**src/rtl/fetch_stage_if.sv**
```systemverilog
// Signal bundle between the LC-3b fetch stage, instruction memory, decode and the redirect sources.
// The master modport is the fetch stage; the slave modport is everything around it.
interface fetch_stage_if;
   logic [15:0] imem_address;
   logic        imem_read;
   logic [15:0] imem_rdata;
   logic        imem_resp;
   logic        stall;
   logic        redirect;
   logic [15:0] redirect_pc;
   logic        if_id_valid;
   logic [15:0] if_id_instruction;
   logic [15:0] if_id_pc;
   logic [1:0]  dbg_state;
   logic        dbg_skid_valid;

   // imem: one request is outstanding while imem_read=1; exactly one imem_resp answers it.
   // IF/ID: a word is handed to decode at an edge where if_id_valid=1 and stall=0 (and no redirect).
   modport master (
      output imem_address, imem_read, if_id_valid, if_id_instruction, if_id_pc,
             dbg_state, dbg_skid_valid,
      input  imem_rdata, imem_resp, stall, redirect, redirect_pc
   );

   modport slave (
      input  imem_address, imem_read, if_id_valid, if_id_instruction, if_id_pc,
             dbg_state, dbg_skid_valid,
      output imem_rdata, imem_resp, stall, redirect, redirect_pc
   );
endinterface

```
**src/rtl/fetch_stage.sv**
```systemverilog
// LC-3b instruction-fetch stage: PC register, imem read FSM, one-entry skid buffer and the
// IF/ID pipeline register. Redirects discard any in-flight fetch and all buffered words.
module fetch_stage #(
   parameter logic [15:0] RESET_PC = 16'h0000
) (
   input  logic          clk,
   input  logic          reset_n,
   fetch_stage_if.master bus
);
   localparam logic [15:0] PC_INIT = RESET_PC & 16'hFFFE;

   typedef enum logic [1:0] {
      S_IDLE    = 2'd0,
      S_WAIT    = 2'd1,
      S_DISCARD = 2'd2
   } state_t;

   state_t      r_state;
   state_t      w_next_state;
   logic [15:0] r_pc;
   logic        r_if_id_valid;
   logic [15:0] r_if_id_instr;
   logic [15:0] r_if_id_pc;
   logic        r_skid_valid;
   logic [15:0] r_skid_instr;
   logic [15:0] r_skid_pc;

   logic [15:0] w_pc_plus2;
   logic [15:0] w_redirect_target;
   logic        w_slot_accepts;
   logic        w_take_resp;
   logic        w_load_from_skid;

   assign w_pc_plus2        = r_pc + 16'd2;
   assign w_redirect_target = bus.redirect_pc & 16'hFFFE;
   assign w_slot_accepts    = !r_if_id_valid || !bus.stall;
   // A response coinciding with a redirect belongs to the old path and is never used.
   assign w_take_resp       = (r_state == S_WAIT) && bus.imem_resp && !bus.redirect;
   assign w_load_from_skid  = (r_state == S_IDLE) && r_skid_valid && w_slot_accepts &&
                              !bus.redirect;

   always_ff @(posedge clk or negedge reset_n) begin
      if (!reset_n) r_state <= S_IDLE;
      else          r_state <= w_next_state;
   end

   always_comb begin
      w_next_state = r_state;
      case (r_state)
         S_IDLE: begin
            if (bus.redirect || !r_skid_valid || w_slot_accepts) w_next_state = S_WAIT;
         end
         S_WAIT: begin
            if (bus.redirect)                              w_next_state = bus.imem_resp ? S_WAIT : S_DISCARD;
            else if (bus.imem_resp && !w_slot_accepts)     w_next_state = S_IDLE;
         end
         S_DISCARD: begin
            // The pending response retires the stale request even if another redirect lands with it.
            if (bus.imem_resp) w_next_state = S_WAIT;
         end
         default: w_next_state = S_IDLE;
      endcase
   end

   always_comb begin
      bus.imem_read  = (r_state == S_WAIT) || (r_state == S_DISCARD);
      bus.dbg_state  = r_state;
   end

   always_ff @(posedge clk or negedge reset_n) begin
      if (!reset_n)                               r_pc <= PC_INIT;
      else if (bus.redirect)                      r_pc <= w_redirect_target;
      else if (bus.imem_resp && r_state == S_WAIT) r_pc <= w_pc_plus2;
   end

   always_ff @(posedge clk or negedge reset_n) begin
      if (!reset_n) begin
         r_if_id_valid <= 1'b0;
         r_if_id_instr <= 16'h0000;
         r_if_id_pc    <= 16'h0000;
      end else if (bus.redirect) begin
         r_if_id_valid <= 1'b0;
      end else if (w_take_resp && w_slot_accepts) begin
         r_if_id_valid <= 1'b1;
         r_if_id_instr <= bus.imem_rdata;
         r_if_id_pc    <= w_pc_plus2;
      end else if (w_load_from_skid) begin
         r_if_id_valid <= 1'b1;
         r_if_id_instr <= r_skid_instr;
         r_if_id_pc    <= r_skid_pc;
      end else if (w_slot_accepts) begin
         // Bubble: only valid drops, the payload stays as it was.
         r_if_id_valid <= 1'b0;
      end
   end

   always_ff @(posedge clk or negedge reset_n) begin
      if (!reset_n) begin
         r_skid_valid <= 1'b0;
         r_skid_instr <= 16'h0000;
         r_skid_pc    <= 16'h0000;
      end else if (bus.redirect) begin
         r_skid_valid <= 1'b0;
      end else if (w_take_resp && !w_slot_accepts) begin
         r_skid_valid <= 1'b1;
         r_skid_instr <= bus.imem_rdata;
         r_skid_pc    <= w_pc_plus2;
      end else if (w_load_from_skid) begin
         r_skid_valid <= 1'b0;
      end
   end

   assign bus.imem_address      = r_pc;
   assign bus.if_id_valid       = r_if_id_valid;
   assign bus.if_id_instruction = r_if_id_instr;
   assign bus.if_id_pc          = r_if_id_pc;
   assign bus.dbg_skid_valid    = r_skid_valid;
endmodule

```
**src/flat_wrapper.sv**
```systemverilog
// flat-port wrapper written by rule: the top's interface ports become plain ports
module fetch_stage_flat 
#(
   parameter logic [15:0] RESET_PC = 16'h0000
)
  (clk, reset_n, bus_imem_address, bus_imem_read, bus_if_id_valid, bus_if_id_instruction, bus_if_id_pc, bus_dbg_state, bus_dbg_skid_valid, bus_imem_rdata, bus_imem_resp, bus_stall, bus_redirect, bus_redirect_pc);
  fetch_stage_if bus_i ();
  input  logic clk;
  input  logic reset_n;
  output wire logic [$bits(bus_i.imem_address)-1:0] bus_imem_address;
  output wire logic [$bits(bus_i.imem_read)-1:0] bus_imem_read;
  output wire logic [$bits(bus_i.if_id_valid)-1:0] bus_if_id_valid;
  output wire logic [$bits(bus_i.if_id_instruction)-1:0] bus_if_id_instruction;
  output wire logic [$bits(bus_i.if_id_pc)-1:0] bus_if_id_pc;
  output wire logic [$bits(bus_i.dbg_state)-1:0] bus_dbg_state;
  output wire logic [$bits(bus_i.dbg_skid_valid)-1:0] bus_dbg_skid_valid;
  input wire logic [$bits(bus_i.imem_rdata)-1:0] bus_imem_rdata;
  input wire logic [$bits(bus_i.imem_resp)-1:0] bus_imem_resp;
  input wire logic [$bits(bus_i.stall)-1:0] bus_stall;
  input wire logic [$bits(bus_i.redirect)-1:0] bus_redirect;
  input wire logic [$bits(bus_i.redirect_pc)-1:0] bus_redirect_pc;
  assign bus_imem_address = bus_i.imem_address;
  assign bus_imem_read = bus_i.imem_read;
  assign bus_if_id_valid = bus_i.if_id_valid;
  assign bus_if_id_instruction = bus_i.if_id_instruction;
  assign bus_if_id_pc = bus_i.if_id_pc;
  assign bus_dbg_state = bus_i.dbg_state;
  assign bus_dbg_skid_valid = bus_i.dbg_skid_valid;
  assign bus_i.imem_rdata = bus_imem_rdata;
  assign bus_i.imem_resp = bus_imem_resp;
  assign bus_i.stall = bus_stall;
  assign bus_i.redirect = bus_redirect;
  assign bus_i.redirect_pc = bus_redirect_pc;
  fetch_stage #(.RESET_PC(RESET_PC)) u_core (.clk(clk), .reset_n(reset_n), .bus(bus_i));
endmodule
```
**config.mk**
```make
export PLATFORM = sky130hd
export DESIGN_NAME = fetch_stage_flat
export DESIGN_NICKNAME = d
export VERILOG_FILES = /design/src/rtl/fetch_stage_if.sv /design/src/rtl/fetch_stage.sv /design/src/flat_wrapper.sv
export SDC_FILE = /design/constraint.sdc
export NUM_CORES = 1
export LEC_CHECK = 0
export CORE_MARGIN = 2
export CORE_UTILIZATION = 30
export CTS_CLUSTER_SIZE = 20
export DETAILED_ROUTE_END_ITERATION = 10
export PLACE_DENSITY_LB_ADDON = 0.05
export SYNTH_ARGS = -nofsm -noshare
export SYNTH_HDL_FRONTEND = slang
export SYNTH_SLANG_ARGS = --single-unit
export TNS_END_PERCENT = 1
```
**constraint.sdc**
```tcl
create_clock -name clk -period 3.7 [get_ports clk]
set_clock_uncertainty 0.05 [all_clocks]
set_input_delay 0.74 -clock clk [delete_from_list [all_inputs] [get_ports clk]]
set_output_delay 0.74 -clock clk [all_outputs]
set_load 0.005 [all_outputs]
```
Word level (Yosys, flattened, before mapping)
Cells that the tools add are included.
Word-level totals
  register bits after elaboration: 84
  input port bits: 37
  word-level logic and storage cells: 59
Operators by class
  add/subtract/negate cells: 1
  eq/ne operators: 5
  mux-type cells: 19
  bitwise logic cells: 1
  reductions and logical operators: 25
Operators by type and width (count)
  16-bit 2-to-1 mux: 6
  16-bit by 2-bit adder with 16-bit output, second input constant: 1
  2-bit 2-to-1 mux: 5
  1-bit logical AND: 8
  1-bit 2-to-1 mux: 7
  2-bit case mux with 3 select lines: 1
  1-bit zero test: 5
  1-bit logical OR: 4
  2-bit inequality test, second input constant: 2
  2-bit AND reduction: 2
  2-bit nonzero test: 2
  4-bit nonzero test: 1
  3-bit by 2-bit inequality test with 1-bit output, second input constant: 1
  3-bit AND reduction: 1
  3-bit nonzero test: 1
  2-bit by 1-bit == test with 1-bit output, second input constant: 1
  2-bit == test, second input constant: 1
  2-bit zero test: 1
  1-bit inverter: 1

Logic depth before layout (Yosys ltp)
  depth in word-level cells: 7
  gate-level depth with buffers: 8
  depth with buffers taken out: 6

Worst setup path before layout
Ideal clock, no wire load.
  kind: input port to flip-flop
  start: input bus_stall
  end: register u_core.r_if_id_pc[1], in the netlist u_core.bus.if_id_pc[1]
  library setup time: 134 ps
  data arrival time: 1770 ps
  path slack: 1746 ps
  stages on the path: 6
  path buffers: 2
  cell sequence: and2_2 nor3b_1 buf_2 buf_2 mux2i_1 mux2i_1
Between the ends
  cells in the longest elaborated chain, start to end: 6
  elaborated cells on any way between the ends: 8
  those cells by class: mux: 1; reduce/logical: 7
RTL lines
  start: declaration: line flat_wrapper.sv:19  | input wire logic [$bits(bus_i.stall)-1:0] bus_stall;
  1-bit zero test (*): line fetch_stage.sv:36  | assign w_slot_accepts = !r_if_id_valid || !bus.stall;
  1-bit logical OR (*): line fetch_stage.sv:36
  1-bit logical AND (2 in series): line fetch_stage.sv:39  | assign w_load_from_skid = (r_state == S_IDLE) && r_skid_valid && w_slot_accepts &&
  2-bit nonzero test (no source line)
  2-bit AND reduction (no source line)
  end signal: assignment: line fetch_stage.sv:86  | r_if_id_pc <= w_pc_plus2;
  end signal: assignment: line fetch_stage.sv:90  | r_if_id_pc <= r_skid_pc;
  end: declaration: line fetch_stage.sv:23  | logic [15:0] r_if_id_pc;
Mark *: on every way between the ends. The rest lies on a longest branch, timed or not.
A chain may end at the register's enable or synchronous reset.

Worst setup path in the final report
  start: input bus_imem_resp
  end: register u_core.r_if_id_pc[15], in the netlist u_core.bus.if_id_pc[15]
Between the ends
  cells in the longest elaborated chain, start to end: 5
  elaborated cells on any way between the ends: 6
  those cells by class: mux: 1; reduce/logical: 5
RTL lines
  start: declaration: line flat_wrapper.sv:18  | input wire logic [$bits(bus_i.imem_resp)-1:0] bus_imem_resp;
  1-bit logical AND (*) (2 in series): line fetch_stage.sv:38  | assign w_take_resp = (r_state == S_WAIT) && bus.imem_resp && !bus.redirect;
  1-bit logical AND (*): line fetch_stage.sv:83  | end else if (w_take_resp && w_slot_accepts) begin
  2-bit nonzero test (no source line)
  2-bit AND reduction (no source line)
Marks and branches as above.

==> reports/results.txt <==
Initial antenna violation count - 0
Drt pass-1 iters - 4
EDFF count, synth - 0
Cts bufs inserted - 9
Synth Flop Type - dfrtp_1
Setup TNS - 0 ns
Post-CTS Hold Buffers - 0
PostCTS Resize Cnt - 0
WL per Instance - 15.0 um
Number of setup buffers added after CTS - 0
Slew Viols, Final - 0
I/O Pins - 90
Via/cell ratio - 4.61
CP Launch Type - input port
Die area - 14200 um^2
Worst slew margin - 0.296
Crit Path Max Fanout - 13
Least-Margin Pin Slew - 1.06 ns
Worst skew pair latency - 0.34 ns
Asr flop ratio synth - 1.00
Setup crit start - bus_imem_resp
Mapped cell area - 3970 um^2
RSZ-0062 raised after global routing - no
First-pass GRT wire length - 16700 um
Worst Path Arrival - 2.67 ns
Clock-pin slew on the worst setup and hold paths - 0.06 ns
Die width - 119 um
Gate Count Post-Synth - 401
Yosys warnings - 0
Total global-route track usage - 0.151
Final setup margin - 1.17 ns
Mapped Avg Cell Area - 9.91 um^2
Clk sinks - 81
Finished Layout Cells - 657
CTS tree - yes
Largest net degree at the start of global routing - 82
Post-DP Area - 4970 um^2
Critical path class - in2reg
Reg2reg start - u_core.bus.dbg_state[1]
Worst VDD drop - 0.227 mV
Share of layout cells above drive strength 1 - 0.0707
Iter 0 DRT Violations - 148
Placed cells - 643
Sequential share of the synthesized area - 0.510
Root buffer cell - clkbuf_16
N_diodes - 0
GR Overflow Total - 0
Fmax - 395 MHz
Post-layout min period - 2.53 ns
Placer Congestion - 0.768
WP buf/inv - 1
Routed vias - 3027
Antenna viol nets, final - 0
Power density cells - 651 nW/um^2
Die height - 119 um
H-tree levels - 3
Leak pwr - 2.20 nW
# setup viols final - 0
Worst path max stage delay - 0.70 ns
Clock Path Buffers - 2
Worst hold path type - reg2reg
DRC errors left - 0
Crit. End Element - register
Final nets - 520
Outcome - finished clean
Area Growth Syn to Fin - 32.3%
Final Cycle Share - 0.684
Post-DP HPWL - 6550 um
Final instance area - 5260 um^2
Place WS - 0.781 ns
IO Port Bufs - 86
HP Start - u_core.r_skid_instr[14]
Max-cap viol count - 0
Count of different cell masters after synthesis - 43
Core area - 13100 um^2
FP Rows - 42
Routed wire length - 9830 um
Number of global-route vias before repair - 3132
Slowest cell on the critical path - or3_1
Count of final hold-check violations - 0
Register bit total from synthesis - 81
Starting Density - 0.304
CP Cell Sequence - clkdlybuf4s50_1, nand2_2, or3_1, a211oi_1, a211oi_2
WP data required - 3.84 ns
Family with the most delay on the worst path - simple AND/OR/NAND/NOR gates
-- final timing paths --
kind | to | slack (ns) | cells past startpoint
worst min-delay path | u_core.r_skid_instr[14] | 0.42 | 2
min in group asynchronous | u_core.bus.if_id_pc[14] | 0.54 | 1
worst max register to register | u_core.bus.if_id_pc[15] | 1.33 | 6
worst min register to register | u_core.r_skid_instr[14] | 0.42 | 2
max in group asynchronous | u_core.r_skid_instr[3] | 2.38 | 1
worst max-delay path | u_core.bus.if_id_pc[15] | 1.17 | 5
-- metal layers --
metal | wire length, um | vias to the layer above | part of all wire | track usage
met3 | 342 | 13 | 0.035 | 0.0302
met1 | 4930 | 1456 | 0.50 | 0.218
met2 | 4390 | 58 | 0.45 | 0.222
met4 | 170 | 0 | 0.017 | 0.0625
met5 | 0 | - | 0 | 0
li1 | - | 1500 | - | -
-- worst min-delay path, delay by kind of cell (launching register included) --
kind          cells  cell delay [ns]
flops             1             0.34
simple gates      2             0.10
-- placed cells by master (no fill, tap or decap), types with 2 or more instances in the layout --
| cell type | Yosys | layout |
|---|---|---|
| nand2_1 | 106 | 106 |
| clkdlybuf4s50_1 | 0 | 85 |
| dfrtp_1 | 81 | 81 |
| mux2i_1 | 45 | 45 |
| o21ai_0 | 36 | 36 |
| xnor2_1 | 21 | 21 |
| clkbuf_16 | 0 | 9 |
| nor2_1 | 8 | 8 |
| nor3_1 | 10 | 8 |
| inv_1 | 7 | 7 |
| o21ai_1 | 7 | 7 |
| nand3_1 | 6 | 6 |
| buf_4 | 4 | 6 |
| nand4_1 | 5 | 5 |
| ha_1 | 5 | 5 |
| nor4_1 | 4 | 4 |
| a21oi_1 | 3 | 3 |
| xor2_1 | 3 | 3 |
| nor3_2 | 0 | 2 |
| or3_1 | 2 | 2 |
| and4_1 | 2 | 2 |
| mux2_2 | 2 | 2 |
| a211oi_1 | 2 | 2 |
| nand3b_1 | 2 | 2 |
| conb_1 | 1 | 2 |
-- cells by family (layout without fill, tap and decap cells) --
family	Yosys count	in the layout	share of synthesized area
simple gates	156	156	0.182
flops	81	81	0.510
compound gates	53	53	0.0728
mux	47	47	0.119
buf+inv	34	113	0.0463
xor+xnor	24	24	0.0529
fa+ha+maj	5	5	0.0157
other cells	1	2	0.000944
-- flip-flops by register name, summed over array words and instances (netlist names) --
| register | count |
|---|---|
| u_core.bus.if_id_instruction | 16 |
| u_core.bus.imem_address | 15 |
| u_core.bus.if_id_valid | 1 |
| u_core.bus.if_id_pc | 15 |
| u_core.bus.dbg_skid_valid | 1 |
| u_core.r_skid_instr | 16 |
| u_core.bus.dbg_state | 2 |
| u_core.r_skid_pc | 15 |
-- through the flow --
stage          utilization  total power, mW  hold WS, ns
6_report             0.402             3.42        0.424
3_5_place_dp         0.380             2.58        0.413
5_1_grt              0.402             3.68        0.449
4_1_cts              0.402             3.48        0.428
2_1_floorplan            -             1.97        0.394
3_3_place_gp         0.380             2.56        0.407
-- power by group --
| group | leakage, nW | switching, mW | internal, mW |
|---|---|---|---|
| Combinational | 1.03 | 0.444 | 0.632 |
| Sequential | 1.03 | 0.224 | 1.24 |
| Clock | 0.137 | 0.351 | 0.533 |
-- layout make-up --
cell class | instances | area (um^2)
inverter | 7 | 26.3
clock inverter | 3 | 42.5
clock buffer | 11 | 243
timing repair buffer | 92 | 916
sequential | 81 | 2030
fill | 1314 | 7830
tap | 176 | 220
multi-input combinational | 287 | 1780
-- cells in the mapped netlist, types with 6 or more instances --
library cell,n,area share
xnor2_1,21,0.046
inv_1,7,0.0066
mux2i_1,45,0.11
o21ai_0,36,0.045
nor2_1,8,0.0076
o21ai_1,7,0.0088
nor3_1,10,0.013
clkbuf_1,12,0.011
nand2_1,106,0.10
dfrtp_1,81,0.51
nand3_1,6,0.0076
buf_2,6,0.0076
(Power assumes the default switching activity.)
